**src/rtl/fifo_bram_capture_pkg.sv**
```systemverilog
// Shared constants and types for the FIFO-to-BRAM frame capture block.
// Samples are packed complex values: real part in the upper half, imaginary part in the lower half.
package fifo_bram_capture_pkg;

   localparam int SAMPLE_W      = 36;
   localparam int RE_W          = 18;
   localparam int IM_W          = 18;
   localparam int FRAME_ADDR_W  = 9;
   localparam int CAP_FRAME_LEN = 512;

   typedef enum logic [1:0] {
      S_IDLE  = 2'd0,
      S_RUN   = 2'd1,
      S_FLUSH = 2'd2,
      S_DONE  = 2'd3
   } cap_state_t;

   function automatic logic [SAMPLE_W-1:0] make_sample(input logic [RE_W-1:0] re,
                                                      input logic [IM_W-1:0] im);
      return {re, im};
   endfunction

endpackage

```
**src/rtl/fifo_bram_capture_if.sv**
```systemverilog
// Bundles the FIFO read side and the BRAM port-A write side of the capture block.
// master = capture engine, slave = FIFO/BRAM environment.
interface fifo_bram_capture_if
   import fifo_bram_capture_pkg::*;
#(
   parameter int DATA_W = SAMPLE_W,
   parameter int ADDR_W = FRAME_ADDR_W
);

   logic              fifo_empty;
   logic [DATA_W-1:0] fifo_dout;
   logic              fifo_rd_en;
   logic              bram_en;
   logic              bram_we;
   logic [ADDR_W-1:0] bram_addr;
   logic [DATA_W-1:0] bram_din;

   modport master (
      input  fifo_empty,
      input  fifo_dout,
      output fifo_rd_en,
      output bram_en,
      output bram_we,
      output bram_addr,
      output bram_din
   );

   modport slave (
      output fifo_empty,
      output fifo_dout,
      input  fifo_rd_en,
      input  bram_en,
      input  bram_we,
      input  bram_addr,
      input  bram_din
   );

endinterface

```
**src/rtl/fifo_bram_capture.sv**
```systemverilog
// Drains one frame of samples from a standard (non-FWFT) FIFO into sequential BRAM addresses.
// Read strobe -> data valid -> registered BRAM write gives a two-clock read-to-write latency.
module fifo_bram_capture
   import fifo_bram_capture_pkg::*;
#(
   parameter int DATA_W    = SAMPLE_W,
   parameter int ADDR_W    = FRAME_ADDR_W,
   parameter int FRAME_LEN = CAP_FRAME_LEN
) (
   input  logic              clk,
   input  logic              rst_n,
   input  logic              start,
   input  logic              abort,
   fifo_bram_capture_if.master bus,
   output logic              busy,
   output logic              done,
   output logic [ADDR_W:0]   wr_count
);

   localparam logic [ADDR_W:0] LEN_CNT = (ADDR_W+1)'(FRAME_LEN);

   cap_state_t        state_reg;
   cap_state_t        state_next;
   logic [ADDR_W:0]   rd_issued_reg;
   logic [ADDR_W:0]   wr_count_reg;
   logic              rd_vld_reg;
   logic              bram_en_reg;
   logic              bram_we_reg;
   logic [ADDR_W-1:0] bram_addr_reg;
   logic [DATA_W-1:0] bram_din_reg;
   logic              rd_en;
   logic              start_ok;
   logic              capture;

   assign start_ok = (state_reg == S_IDLE) && start && !abort;
   // Abort kills the sample whose data is arriving this cycle, so nothing lands in BRAM.
   assign capture  = rd_vld_reg && !abort;

   always_comb begin
      state_next = state_reg;
      rd_en      = 1'b0;
      busy       = 1'b0;
      done       = 1'b0;
      case (state_reg)
         S_IDLE: begin
            if (start_ok) state_next = S_RUN;
         end
         S_RUN: begin
            busy  = 1'b1;
            rd_en = !abort && !bus.fifo_empty && (rd_issued_reg < LEN_CNT);
            if (abort)
               state_next = S_IDLE;
            else if (rd_issued_reg == LEN_CNT)
               state_next = S_FLUSH;
         end
         S_FLUSH: begin
            busy = 1'b1;
            if (abort)
               state_next = S_IDLE;
            else if (wr_count_reg == LEN_CNT)
               state_next = S_DONE;
         end
         S_DONE: begin
            done       = 1'b1;
            state_next = S_IDLE;
         end
         default: begin
            state_next = S_IDLE;
         end
      endcase
   end

   always_ff @(posedge clk or negedge rst_n) begin
      if (!rst_n) begin
         state_reg <= S_IDLE;
      end else begin
         state_reg <= state_next;
      end
   end

   always_ff @(posedge clk or negedge rst_n) begin
      if (!rst_n) begin
         rd_issued_reg <= '0;
         wr_count_reg  <= '0;
         rd_vld_reg    <= 1'b0;
         bram_en_reg   <= 1'b0;
         bram_we_reg   <= 1'b0;
         bram_addr_reg <= '0;
         bram_din_reg  <= '0;
      end else begin
         rd_vld_reg  <= rd_en;
         bram_en_reg <= capture;
         bram_we_reg <= capture;
         if (start_ok) begin
            rd_issued_reg <= '0;
            wr_count_reg  <= '0;
            bram_addr_reg <= '0;
         end else begin
            if (rd_en) begin
               rd_issued_reg <= rd_issued_reg + 1'b1;
            end
            if (capture) begin
               bram_addr_reg <= wr_count_reg[ADDR_W-1:0];
               bram_din_reg  <= bus.fifo_dout;
               wr_count_reg  <= wr_count_reg + 1'b1;
            end
         end
      end
   end

   assign bus.fifo_rd_en = rd_en;
   assign bus.bram_en    = bram_en_reg;
   assign bus.bram_we    = bram_we_reg;
   assign bus.bram_addr  = bram_addr_reg;
   assign bus.bram_din   = bram_din_reg;
   assign wr_count       = wr_count_reg;

endmodule

```
**src/flat_wrapper.sv**
```systemverilog
// flat-port wrapper written by rule: the top's interface ports become plain ports
module fifo_bram_capture_flat import fifo_bram_capture_pkg::*;
#(
   parameter int DATA_W    = SAMPLE_W,
   parameter int ADDR_W    = FRAME_ADDR_W,
   parameter int FRAME_LEN = CAP_FRAME_LEN
)
  (clk, rst_n, start, abort, busy, done, wr_count, bus_fifo_empty, bus_fifo_dout, bus_fifo_rd_en, bus_bram_en, bus_bram_we, bus_bram_addr, bus_bram_din);
  fifo_bram_capture_if #(.DATA_W(DATA_W), .ADDR_W(ADDR_W)) bus_i ();
  input  logic clk;
  input  logic rst_n;
  input  logic start;
  input  logic abort;
  output logic busy;
  output logic done;
  output logic [ADDR_W:0] wr_count;
  input wire logic [$bits(bus_i.fifo_empty)-1:0] bus_fifo_empty;
  input wire logic [$bits(bus_i.fifo_dout)-1:0] bus_fifo_dout;
  output wire logic [$bits(bus_i.fifo_rd_en)-1:0] bus_fifo_rd_en;
  output wire logic [$bits(bus_i.bram_en)-1:0] bus_bram_en;
  output wire logic [$bits(bus_i.bram_we)-1:0] bus_bram_we;
  output wire logic [$bits(bus_i.bram_addr)-1:0] bus_bram_addr;
  output wire logic [$bits(bus_i.bram_din)-1:0] bus_bram_din;
  assign bus_i.fifo_empty = bus_fifo_empty;
  assign bus_i.fifo_dout = bus_fifo_dout;
  assign bus_fifo_rd_en = bus_i.fifo_rd_en;
  assign bus_bram_en = bus_i.bram_en;
  assign bus_bram_we = bus_i.bram_we;
  assign bus_bram_addr = bus_i.bram_addr;
  assign bus_bram_din = bus_i.bram_din;
  fifo_bram_capture #(.DATA_W(DATA_W), .ADDR_W(ADDR_W), .FRAME_LEN(FRAME_LEN)) u_core (.clk(clk), .rst_n(rst_n), .start(start), .abort(abort), .bus(bus_i), .busy(busy), .done(done), .wr_count(wr_count));
endmodule
```
**config.mk**
```make
export PLATFORM = sky130hd
export DESIGN_NAME = fifo_bram_capture_flat
export DESIGN_NICKNAME = d
export VERILOG_FILES = /design/src/rtl/fifo_bram_capture_pkg.sv /design/src/rtl/fifo_bram_capture_if.sv /design/src/rtl/fifo_bram_capture.sv /design/src/flat_wrapper.sv
export SDC_FILE = /design/constraint.sdc
export NUM_CORES = 1
export LEC_CHECK = 0
export ABC_AREA = 1
export CAP_MARGIN = 20
export CORE_MARGIN = 3
export CORE_UTILIZATION = 44
export DETAILED_ROUTE_END_ITERATION = 7
export GPL_TIMING_DRIVEN = 0
export PLACE_DENSITY = 0.84
export SLEW_MARGIN = 20
export SYNTH_ARGS = -nofsm -noshare
export SYNTH_HDL_FRONTEND = slang
export SYNTH_SLANG_ARGS = --single-unit
```
**constraint.sdc**
```tcl
create_clock -name clk -period 3.5 [get_ports clk]
set_input_delay 0.7 -clock clk [delete_from_list [all_inputs] [get_ports clk]]
set_output_delay 0.7 -clock clk [all_outputs]
set_load 0.05 [all_outputs]
```
==> results by group, run 1 <==
Drt
  – Drt total wl: between 7000 and 8000 um
  – Router iterations before antenna repair: 4
  – DR vias/cell: around 4.8
  – Via count: 2736
  – Post-route ant nets: 0
  – Drt wl/cell: 13.1 um
  – # DRC: 0
  – Initial drt markers: between 150 and 200

Global route
  – Number of global-route vias before repair: 2669
  – M3 GR Usage: under 10%
  – First-pass GRT wire length: 12600 um
  – GR peak layer: met2
  – Total GRT Usage: 19.4%
  – GR Layer Usage met2: 32.0%
  – Pin count of the biggest net entering global routing: between 40 and 50
  – GRT met1 Usage: 23.7%
  – Initial antenna violation count: 0
  – GR Overflow Total: 0

Min path
  – Hold/Removal Path Class: input pin to async pin

CTS
  – CTS Root Cell: clkbuf_8
  – Clock Latency Late Sink: 350 ps
  – Num CTS Buffers: 9
  – Resized Gates After CTS: 0
  – H-tree levels: 3
  – CTS sink count: 69
  – Hold-fix buffers, CTS: 0
  – Longest Clk Path Bufs: 2
  – CTS tree: done
  – Setup bufs post-CTS: 0
  – Clock slew at reported path FFs: approximately 70 ps

STA
  – Crit path time final: between 3000 and 4000 ps
  – Worst Max-Slew Pin Slew: 540 ps
  – Clock Skews: about 5.6 ps
  – Max Freq: between 300 and 400 MHz
  – RSZ-0062 raised after global routing: false
  – Final setup fails: 0
  – Final count of hold timing violations: 0
  – Slew Viols, Final: 0
  – Slew headroom: 63.9%
  – Final period util: around 90%

Finish
  – Filler cell count in the final layout: approximately 560
  – Final core occ: 65.0%
  – Area growth from synthesis to layout: 42.5%
  – Max reg flops: 36
  – Post-layout net count: between 500 and 600
  – Share of layout cells above drive strength 1: roughly 8.6%
  – N_diodes: 0

Synthesis
  – Synth Instances: 363
  – FF+latch count, synth: 69
  – Mapped Area: 3120 um^2
  – Distinct cell type count after synthesis: 26
  – Syn_nets: 413
  – Mean area per synthesized cell: 8.59 um^2
  – Sequential share of the synthesized area: 55.4%
  – Synth Warn #: 0

Run
  – Max-cap violations: 0

Pwr
  – Clock power frac: 17.4%
  – Sw Ratio: 45.6%
  – Sw Pwr: around 1.6 mW
  – Total power: 3.49 mW
  – Power per cell area: 785 nW/um^2
  – Comb pwr share: 49.4%
  – Int Pwr: roughly 1.9 mW
  – Lkg Pwr: around 2.2 nW
  – Worst VDD drop: between 0.4 and 0.5 mV
  – Sequential power share: 33.2%

Floorplan
  – Die Span X: 90.2 um
  – I/O Pins: 101
  – Row count: 30
  – Die height: 90.2 um
  – Die ar.: between 8000 and 9000 um^2
  – Core area: slightly below 7000 um^2
  – Starting Density: 45.6%

Setup path
  – Worst EP required: around 2800 ps
  – Nature of the critical path endpoint: output port
  – Crit Path Class: input pin to output port
  – Cell depth of the worst flop-to-flop path: 10
  – WP data arrival: between 2000 and 3000 ps
  – Worst Setup Start Kind: input pin
  – Worst Path Max Fanout: 5

Placement
  – Post-DP HPWL: 5660 um
  – Global placement routability congestion: 0.869
  – IO buf count: 100

Outcome
  – Status: complete, no violations
-- cell usage after synthesis --
cell type,number,area [um^2]
o22ai_1,1,6.26
nor3b_1,1,7.51
o21bai_1,1,7.51
buf_6,5,56.3
o31ai_1,1,7.51
a21oi_1,8,40.0
nor2_8,1,20.0
inv_1,27,101
buf_2,3,15.0
nand2_4,2,22.5
nor2_4,3,33.8
nor2_1,23,86.3
nor2_2,1,6.26
ha_1,9,113
nand3_1,16,80.1
inv_4,2,12.5
o21ai_0,12,60.1
nand2_1,156,586
nand2_2,2,12.5
o21ai_1,7,35.0
buf_4,3,22.5
o211ai_1,1,7.51
o21a_1,1,7.51
dfrtp_1,69,1730
nand4_1,6,37.5
inv_2,2,7.51
-- power by group through the flow --
stage | Combinational (mW) | Sequential (mW) | Clock, mW
final | 1.72 | 1.16 | 0.608
after global routing | 1.82 | 1.18 | 0.654
after CTS | 1.74 | 1.16 | 0.620
after detailed placement | 1.73 | 1.17 | 0
after global placement | 1.70 | 1.15 | 0
after floorplan | 0.417 | 1.86 | 0
-- cell families after synthesis --
family | after synthesis | synth area share, %
buf+inv | 42 | 6.90
fa+ha+maj | 9 | 3.61
simple gates | 211 | 28.6
flops | 69 | 55.4
compound gates | 32 | 5.50
-- critical path: stages --
cell and delay (ps):
clkdlybuf4s50_1 520, nor2_2 180, nand2_2 130, inv_1 170, clkdlybuf4s50_1 830
-- layout by cell type, fill, tap and decap left out, types with 2 or more instances in the layout --
| cell type | n |
|---|---|
| dfrtp_1 | 69 |
| o21ai_1 | 7 |
| nand2_1 | 156 |
| clkinv_2 | 5 |
| clkdlybuf4s50_1 | 99 |
| a21oi_1 | 8 |
| nand2_4 | 2 |
| nor2_4 | 3 |
| inv_2 | 2 |
| nor2_1 | 23 |
| clkbuf_8 | 9 |
| buf_4 | 4 |
| nand4_1 | 6 |
| inv_1 | 27 |
| inv_4 | 2 |
| buf_2 | 3 |
| nand2_2 | 2 |
| nand3_1 | 16 |
| buf_6 | 5 |
| ha_1 | 9 |
| o21ai_0 | 12 |
-- worst paths after layout --
check                                                     from                                  end  slack [ps]
max                                                      abort                       bus_fifo_rd_en         260
min in group clk           u_core.bus.bram_addr[5]$_DFFE_PN0P_  u_core.bus.bram_addr[5]$_DFFE_PN0P_         470
max reg2reg                    u_core.state_reg[0]$_DFFE_PN0P_  u_core.bus.bram_addr[0]$_DFFE_PN0P_        1790
min reg2reg                u_core.bus.bram_addr[5]$_DFFE_PN0P_  u_core.bus.bram_addr[5]$_DFFE_PN0P_         470
max in group asynchronous                                rst_n  u_core.bus.bram_din[17]$_DFFE_PN0P_        2720
min                                                      rst_n  u_core.bus.bram_din[30]$_DFFE_PN0P_         250
-- metrics by stage --
stage | TNS (ps) | instances | hold slack [ps] | area [um^2] | worst slack [ps]
finish | 0 | 575 | 245 | 4440 | 260
global placement | -39500 | 559 | 453 | 4240 | -576
global route | 0 | 575 | 270 | 4440 | 169
detailed placement | 0 | 560 | 457 | 4260 | 248
CTS | 0 | 575 | 248 | 4440 | 242
floorplan | 0 | 363 | 404 | 3120 | 1490
-- layout make-up --
class	instances	area [um^2]	area share, %
Sequential cell	69	1730	38.9
Clock inverter	6	55.1	1.24
Clock buffer	9	124	2.79
Buffer	11	93.8	2.11
Multi-Input combinational cell	252	1180	26.5
Timing Repair Buffer	101	1030	23.1
Tap cell	96	120	2.70
Inverter	31	121	2.73
-- metal layers --
| metal | vias to the layer above | wire, um |
|---|---|---|
| li1 | 1349 | - |
| met1 | 1278 | 3050 |
| met2 | 90 | 3830 |
| met3 | 19 | 415 |
| met4 | 0 | 226 |
| met5 | - | 0 |
(Power assumes the default switching activity.)
==> run 2: changes to the inputs <==
Settings changed: GPL_TIMING_DRIVEN 0 to unset.
==> run 2 against run 1 <==
Compared with the run above: register-to-register slack worse by 130 ps; worst hold slack better by 93 ps; combinational power is essentially flat; sequential power barely moved; highest routed layer unchanged.
==> results by group, run 2 (synthesized netlist as in run 1, its figures left out) <==
Outcome
  – Status: complete, no violations

Setup path
  – WP data arrival: 1930 ps
  – Worst Path Max Fanout: 4
  – Worst Setup Start Kind: flop
  – Nature of the critical path endpoint: output port
  – Crit Path Class: flop to output port
  – Critical path's slowest cell: clkdlybuf4s50_1
  – Worst-path cell chain: inv_1 -> ha_1 -> clkdlybuf4s50_1
  – R2R Setup Slk: 1660 ps
  – Worst EP required: 2800 ps
  – CP peak stage delay: 790 ps

Global route
  – First-pass GRT wire length: roughly 13000 um
  – Pin count of the biggest net entering global routing: 47
  – Initial antenna violation count: 0
  – Total GRT Usage: 19.6%
  – Number of global-route vias before repair: 2684
  – GR Overflow Total: 0

STA
  – Final setup fails: 0
  – Final period util: 75.1%
  – Crit path time final: 2630 ps
  – Sum Neg Setup Slack: 0 ps
  – RSZ-0062 raised after global routing: false
  – Final count of hold timing violations: 0
  – Clock Skews: ~7.5 ps
  – Slew Viols, Final: 0
  – Max Freq: 381 MHz
  – Slew headroom: 61.4%
  – Worst Max-Slew Pin Slew: 579 ps

Drt
  – # DRC: 0
  – Post-route ant nets: 0
  – Drt total wl: 7450 um
  – Initial drt markers: 174
  – Router iterations before antenna repair: 4
  – Via count: between 2000 and 3000
  – Drt wl/cell: 13.1 um
  – DR vias/cell: 4.79

Pwr
  – Lkg Pwr: 2.11 nW
  – Worst VDD drop: 0.443 mV
  – Power per cell area: 815 nW/um^2

Floorplan
  – Row count: 30
  – Die ar.: 8130 um^2
  – Die Span X: 90.2 um
  – I/O Pins: 101
  – Die height: 90.2 um
  – Starting Density: 45.6%
  – Core area: 6830 um^2

Placement
  – IO buf count: 100
  – Global placement routability congestion: about 0.86
  – Post-Place Cells: approximately 550
  – Post-DP HPWL: 5340 um

Finish
  – N_diodes: 0
  – Most common cell after layout, fill and taps aside: nand2_1
  – Post-layout net count: 516
  – Max reg flops: 36
  – Non-Filler Instances: between 500 and 600
  – Area growth from synthesis to layout: 40.6%
  – Most frequent cells in the layout: nand2_1, clkdlybuf4s50_1, dfrtp_1, inv_1, nor2_1
  – Share of layout cells above drive strength 1: 7.22%

CTS
  – Clock Latency Late Sink: 340 ps
  – Longest Clk Path Bufs: 2
  – CTS Root Cell: clkbuf_8
  – Num CTS Buffers: 9
  – Clock slew at reported path FFs: 70 ps
  – CTS tree: done
  – Resized Gates After CTS: 0
  – Setup bufs post-CTS: 0
  – H-tree levels: 3
  – CTS sink count: 69
  – Hold-fix buffers, CTS: 0

Run
  – Max-cap violations: 0

Min path
  – Hold/Removal Path Class: input pin to async pin
==> run 2: layout make-up <==
type | instances | area [um^2]
Multi-Input combinational cell | 252 | 1180
Sequential cell | 69 | 1730
Clock inverter | 6 | 86.3
Fill cell | 586 | 2450
Clock buffer | 10 | 138
Tap cell | 96 | 120
Timing Repair Buffer | 103 | 1020
Inverter | 31 | 121
==> run 2: path summary, 6_finish.rpt <==
check,cells after the start,endpoint,startpoint
max in group asynchronous,2,u_core.rd_issued_reg[8]$_DFFE_PN0P_,rst_n
max reg2reg,8,u_core.wr_count[5]$_DFFE_PN0P_,u_core.state_reg[1]$_DFFE_PN0P_
max,3,busy,u_core.state_reg[1]$_DFFE_PN0P_
min reg2reg,2,u_core.bus.bram_din[2]$_DFFE_PN0P_,u_core.bus.bram_din[2]$_DFFE_PN0P_
min,2,u_core.bus.bram_din[30]$_DFFE_PN0P_,rst_n
min in group clk,2,u_core.bus.bram_din[2]$_DFFE_PN0P_,u_core.bus.bram_din[2]$_DFFE_PN0P_
==> run 2: power by group <==
part           switching [mW]  internal (mW)
clock network           0.301          0.419
registers               0.133           1.02
logic                    1.16          0.537
==> run 2: per-layer routing <==
layer | share of wire [%] | vias up | GRT usage [%]
li1 | - | 1332 | -
met1 | 40 | 1278 | 22.4
met2 | 52 | 84 | 33.5
met3 | 5.5 | 20 | 5.94
met4 | 2.9 | 0 | 9.06
met5 | 0 | - | 0
==> run 2: through the flow <==
| step | power, mW | setup WS, ps | instance area (um^2) | hold WS (ps) | utilization, % |
|---|---|---|---|---|---|
| 3_3_place_gp | 2.83 | 912 | 4160 | 453 | 60.9 |
| 2_1_floorplan | 2.28 | 1490 | 3120 | 404 | - |
| 4_1_cts | 3.61 | 830 | 4380 | 326 | 64.2 |
| 5_1_grt | 3.76 | 783 | 4380 | 344 | 64.2 |
| 6_report | 3.57 | 873 | 4380 | 338 | 64.2 |
| 3_5_place_dp | 2.88 | 893 | 4160 | 458 | 60.9 |
==> run 2: worst max-delay path, delay by kind of cell, from the launching register on <==
kind / cells / cell delay, ps
fa+ha+maj: 1 / 280
buf+inv: 2 / 890
flops: 1 / 410
==> run 3: changes to the inputs <==
Settings changed: CORE_UTILIZATION 44 to 42.
Clock period 3.5 ns to 2.4 ns, I/O delays scaled along.
==> run 3 against run 2 <==
Compared with the run above: worst hold slack got worse by 160 ps; clock-buffer cell count rose by 1; critical path type unchanged; largest power group unchanged; sequential power increased by 48%.
==> results by group, run 3 (synthesized netlist as in run 1, its figures left out) <==
STA
  – RSZ-0062 raised after global routing: false
  – Clock Skews: between 4 and 5 ps
  – Max Freq: 458 MHz
  – Final setup fails: 0
  – Slew headroom: between 50% and 60%
  – Sum Neg Setup Slack: 0 ps
  – Slew Viols, Final: 0
  – Final count of hold timing violations: 0
  – Crit path time final: 2180 ps
  – Final period util: about nine tenths
  – Worst Max-Slew Pin Slew: around 670 ps

Setup path
  – Worst Setup EP: done
  – R2R Setup Slk: just under 600 ps
  – Worst R2R Start: u_core.state_reg[0]$_DFFE_PN0P_
  – Worst-path cell chain: ha_1 -> clkdlybuf4s50_1
  – Worst path depth: 2
  – Critical path's slowest cell: clkdlybuf4s50_1
  – Worst Path Max Fanout: 4
  – Worst EP required: approximately 1900 ps
  – Crit Path Class: flop to output port
  – CP startpoint: u_core.state_reg[0]$_DFFE_PN0P_
  – WP data arrival: 1700 ps
  – Nature of the critical path endpoint: output port
  – Family with the most delay on the worst path: buffers and inverters
  – CP peak stage delay: 790 ps
  – Worst Setup Start Kind: flop
  – Buf/Inv on CP: 1
  – Cell depth of the worst flop-to-flop path: 9
  – Reg2reg end: u_core.bus.bram_din[10]$_DFFE_PN0P_

Floorplan
  – Starting Density: 44.7%
  – I/O Pins: approximately 100
  – Die Span X: 92.2 um
  – Die height: 92.2 um
  – Core area: 6980 um^2
  – Die ar.: 8490 um^2
  – Row count: 30

Finish
  – Most common cell after layout, fill and taps aside: nand2_1
  – Most frequent cells in the layout: nand2_1, clkdlybuf4s50_1, dfrtp_1, inv_1, nor2_1
  – N_diodes: 0
  – Filler cell count in the final layout: 622
  – Max reg flops: 36
  – Area growth from synthesis to layout: 40.3%
  – Post-layout net count: 518
  – Share of layout cells above drive strength 1: under 10%

CTS
  – CTS Root Cell: clkbuf_8
  – Hold-fix buffers, CTS: 0
  – Resized Gates After CTS: 0
  – Longest Clk Path Bufs: 2
  – CTS sink count: 69
  – Setup bufs post-CTS: 0
  – Clock Latency Late Sink: about 330 ps
  – CTS tree: done
  – Clock slew at reported path FFs: 70 ps
  – Num CTS Buffers: 9
  – H-tree levels: 3

Drt
  – # DRC: 0
  – Drt wl/cell: 12.8 um
  – Drt total wl: between 7000 and 8000 um
  – DR vias/cell: between 4 and 5
  – Post-route ant nets: 0
  – Initial drt markers: 90
  – Router iterations before antenna repair: 4
  – Via count: roughly 2700

Placement
  – Post-DP HPWL: 5560 um
  – Global placement routability congestion: 0.830
  – IO buf count: 100

Run
  – Max-cap violations: 0

Pwr
  – Worst VDD drop: 0.760 mV
  – Lkg Pwr: 2.11 nW
  – Total power: 5.01 mW
  – Power per cell area: 1150 nW/um^2

Global route
  – GR Overflow Total: 0
  – First-pass GRT wire length: around 12000 um
  – Pin count of the biggest net entering global routing: 41
  – Total GRT Usage: 18.2%
  – Initial antenna violation count: 0
  – Number of global-route vias before repair: between 2000 and 3000

Min path
  – Hold/Removal Path Class: input pin to async pin

Outcome
  – Status: complete, no violations
run 3: cell types whose count changed in the layout (fill, tap and decap cells not counted):
cell	change
buf_12	+2
buf_4	+1
bufinv_16	-2
clkbuf_8	+1
clkdlybuf4s50_1	-1
clkinv_2	+3
clkinv_4	-1
clkinvlp_4	-1
run 3: worst reg2reg max path, stage by stage (launching register included):
cell	delay (ps)
dfrtp_1	430
inv_1	120
ha_1	170
nand2_1	90
nor2_4	250
nor2_8	60
inv_4	250
buf_4	240
nand2_1	80
nand2_1	70
run 3: metrics by stage:
step | setup WS (ps) | cell area (um^2) | util (%) | cells | hold slack [ps]
floorplan | 655 | 3120 | - | 363 | 184
global placement | 309 | 4200 | 60.1 | 553 | 452
detailed placement | 245 | 4200 | 60.1 | 553 | 457
CTS | 178 | 4370 | 62.7 | 569 | 193
global route | 108 | 4370 | 62.7 | 569 | 225
finish | 215 | 4370 | 62.7 | 569 | 179
run 3: final cells by class:
cell class,instances,area [um^2],area share [%]
clock buffers,11,151,3.46
clock inverters,5,25.0,0.572
inverters,31,121,2.77
multi-input cells,252,1180,26.9
flip-flops and latches,69,1730,39.5
well taps,96,120,2.75
repair buffers,105,1050,24.1
run 3: how the worst min path moves through the flow:
| stage | slack, ps | end | cells after the start |
|---|---|---|---|
| floorplan | 180 | u_core.bus.bram_addr[0]$_DFFE_PN0P_ | 0 |
| global placement | 450 | u_core.bus.bram_din[5]$_DFFE_PN0P_ | 2 |
| detailed placement | 460 | u_core.bus.bram_din[22]$_DFFE_PN0P_ | 2 |
| CTS | 190 | u_core.bus.bram_din[15]$_DFFE_PN0P_ | 1 |
| global route | 220 | u_core.bus.bram_din[6]$_DFFE_PN0P_ | 1 |
| finish | 180 | u_core.bus.bram_din[15]$_DFFE_PN0P_ | 1 |
run 3: where the power goes:
part | switching (mW) | leakage (nW) | internal, mW
logic | 1.69 | 1.11 | 0.791
clock network | 0.412 | 0.0986 | 0.422
registers | 0.207 | 0.909 | 1.49
total | 2.31 | 2.11 | 2.70
run 3: metal layers:
| layer | part of all wire [%] | track usage [%] | vias up |
|---|---|---|---|
| met4 | 2.2 | 8.17 | 0 |
| li1 | - | - | 1342 |
| met2 | 50 | 31.5 | 84 |
| met3 | 5.7 | 3.94 | 12 |
| met1 | 42 | 21.5 | 1293 |
| met5 | 0 | 0 | - |
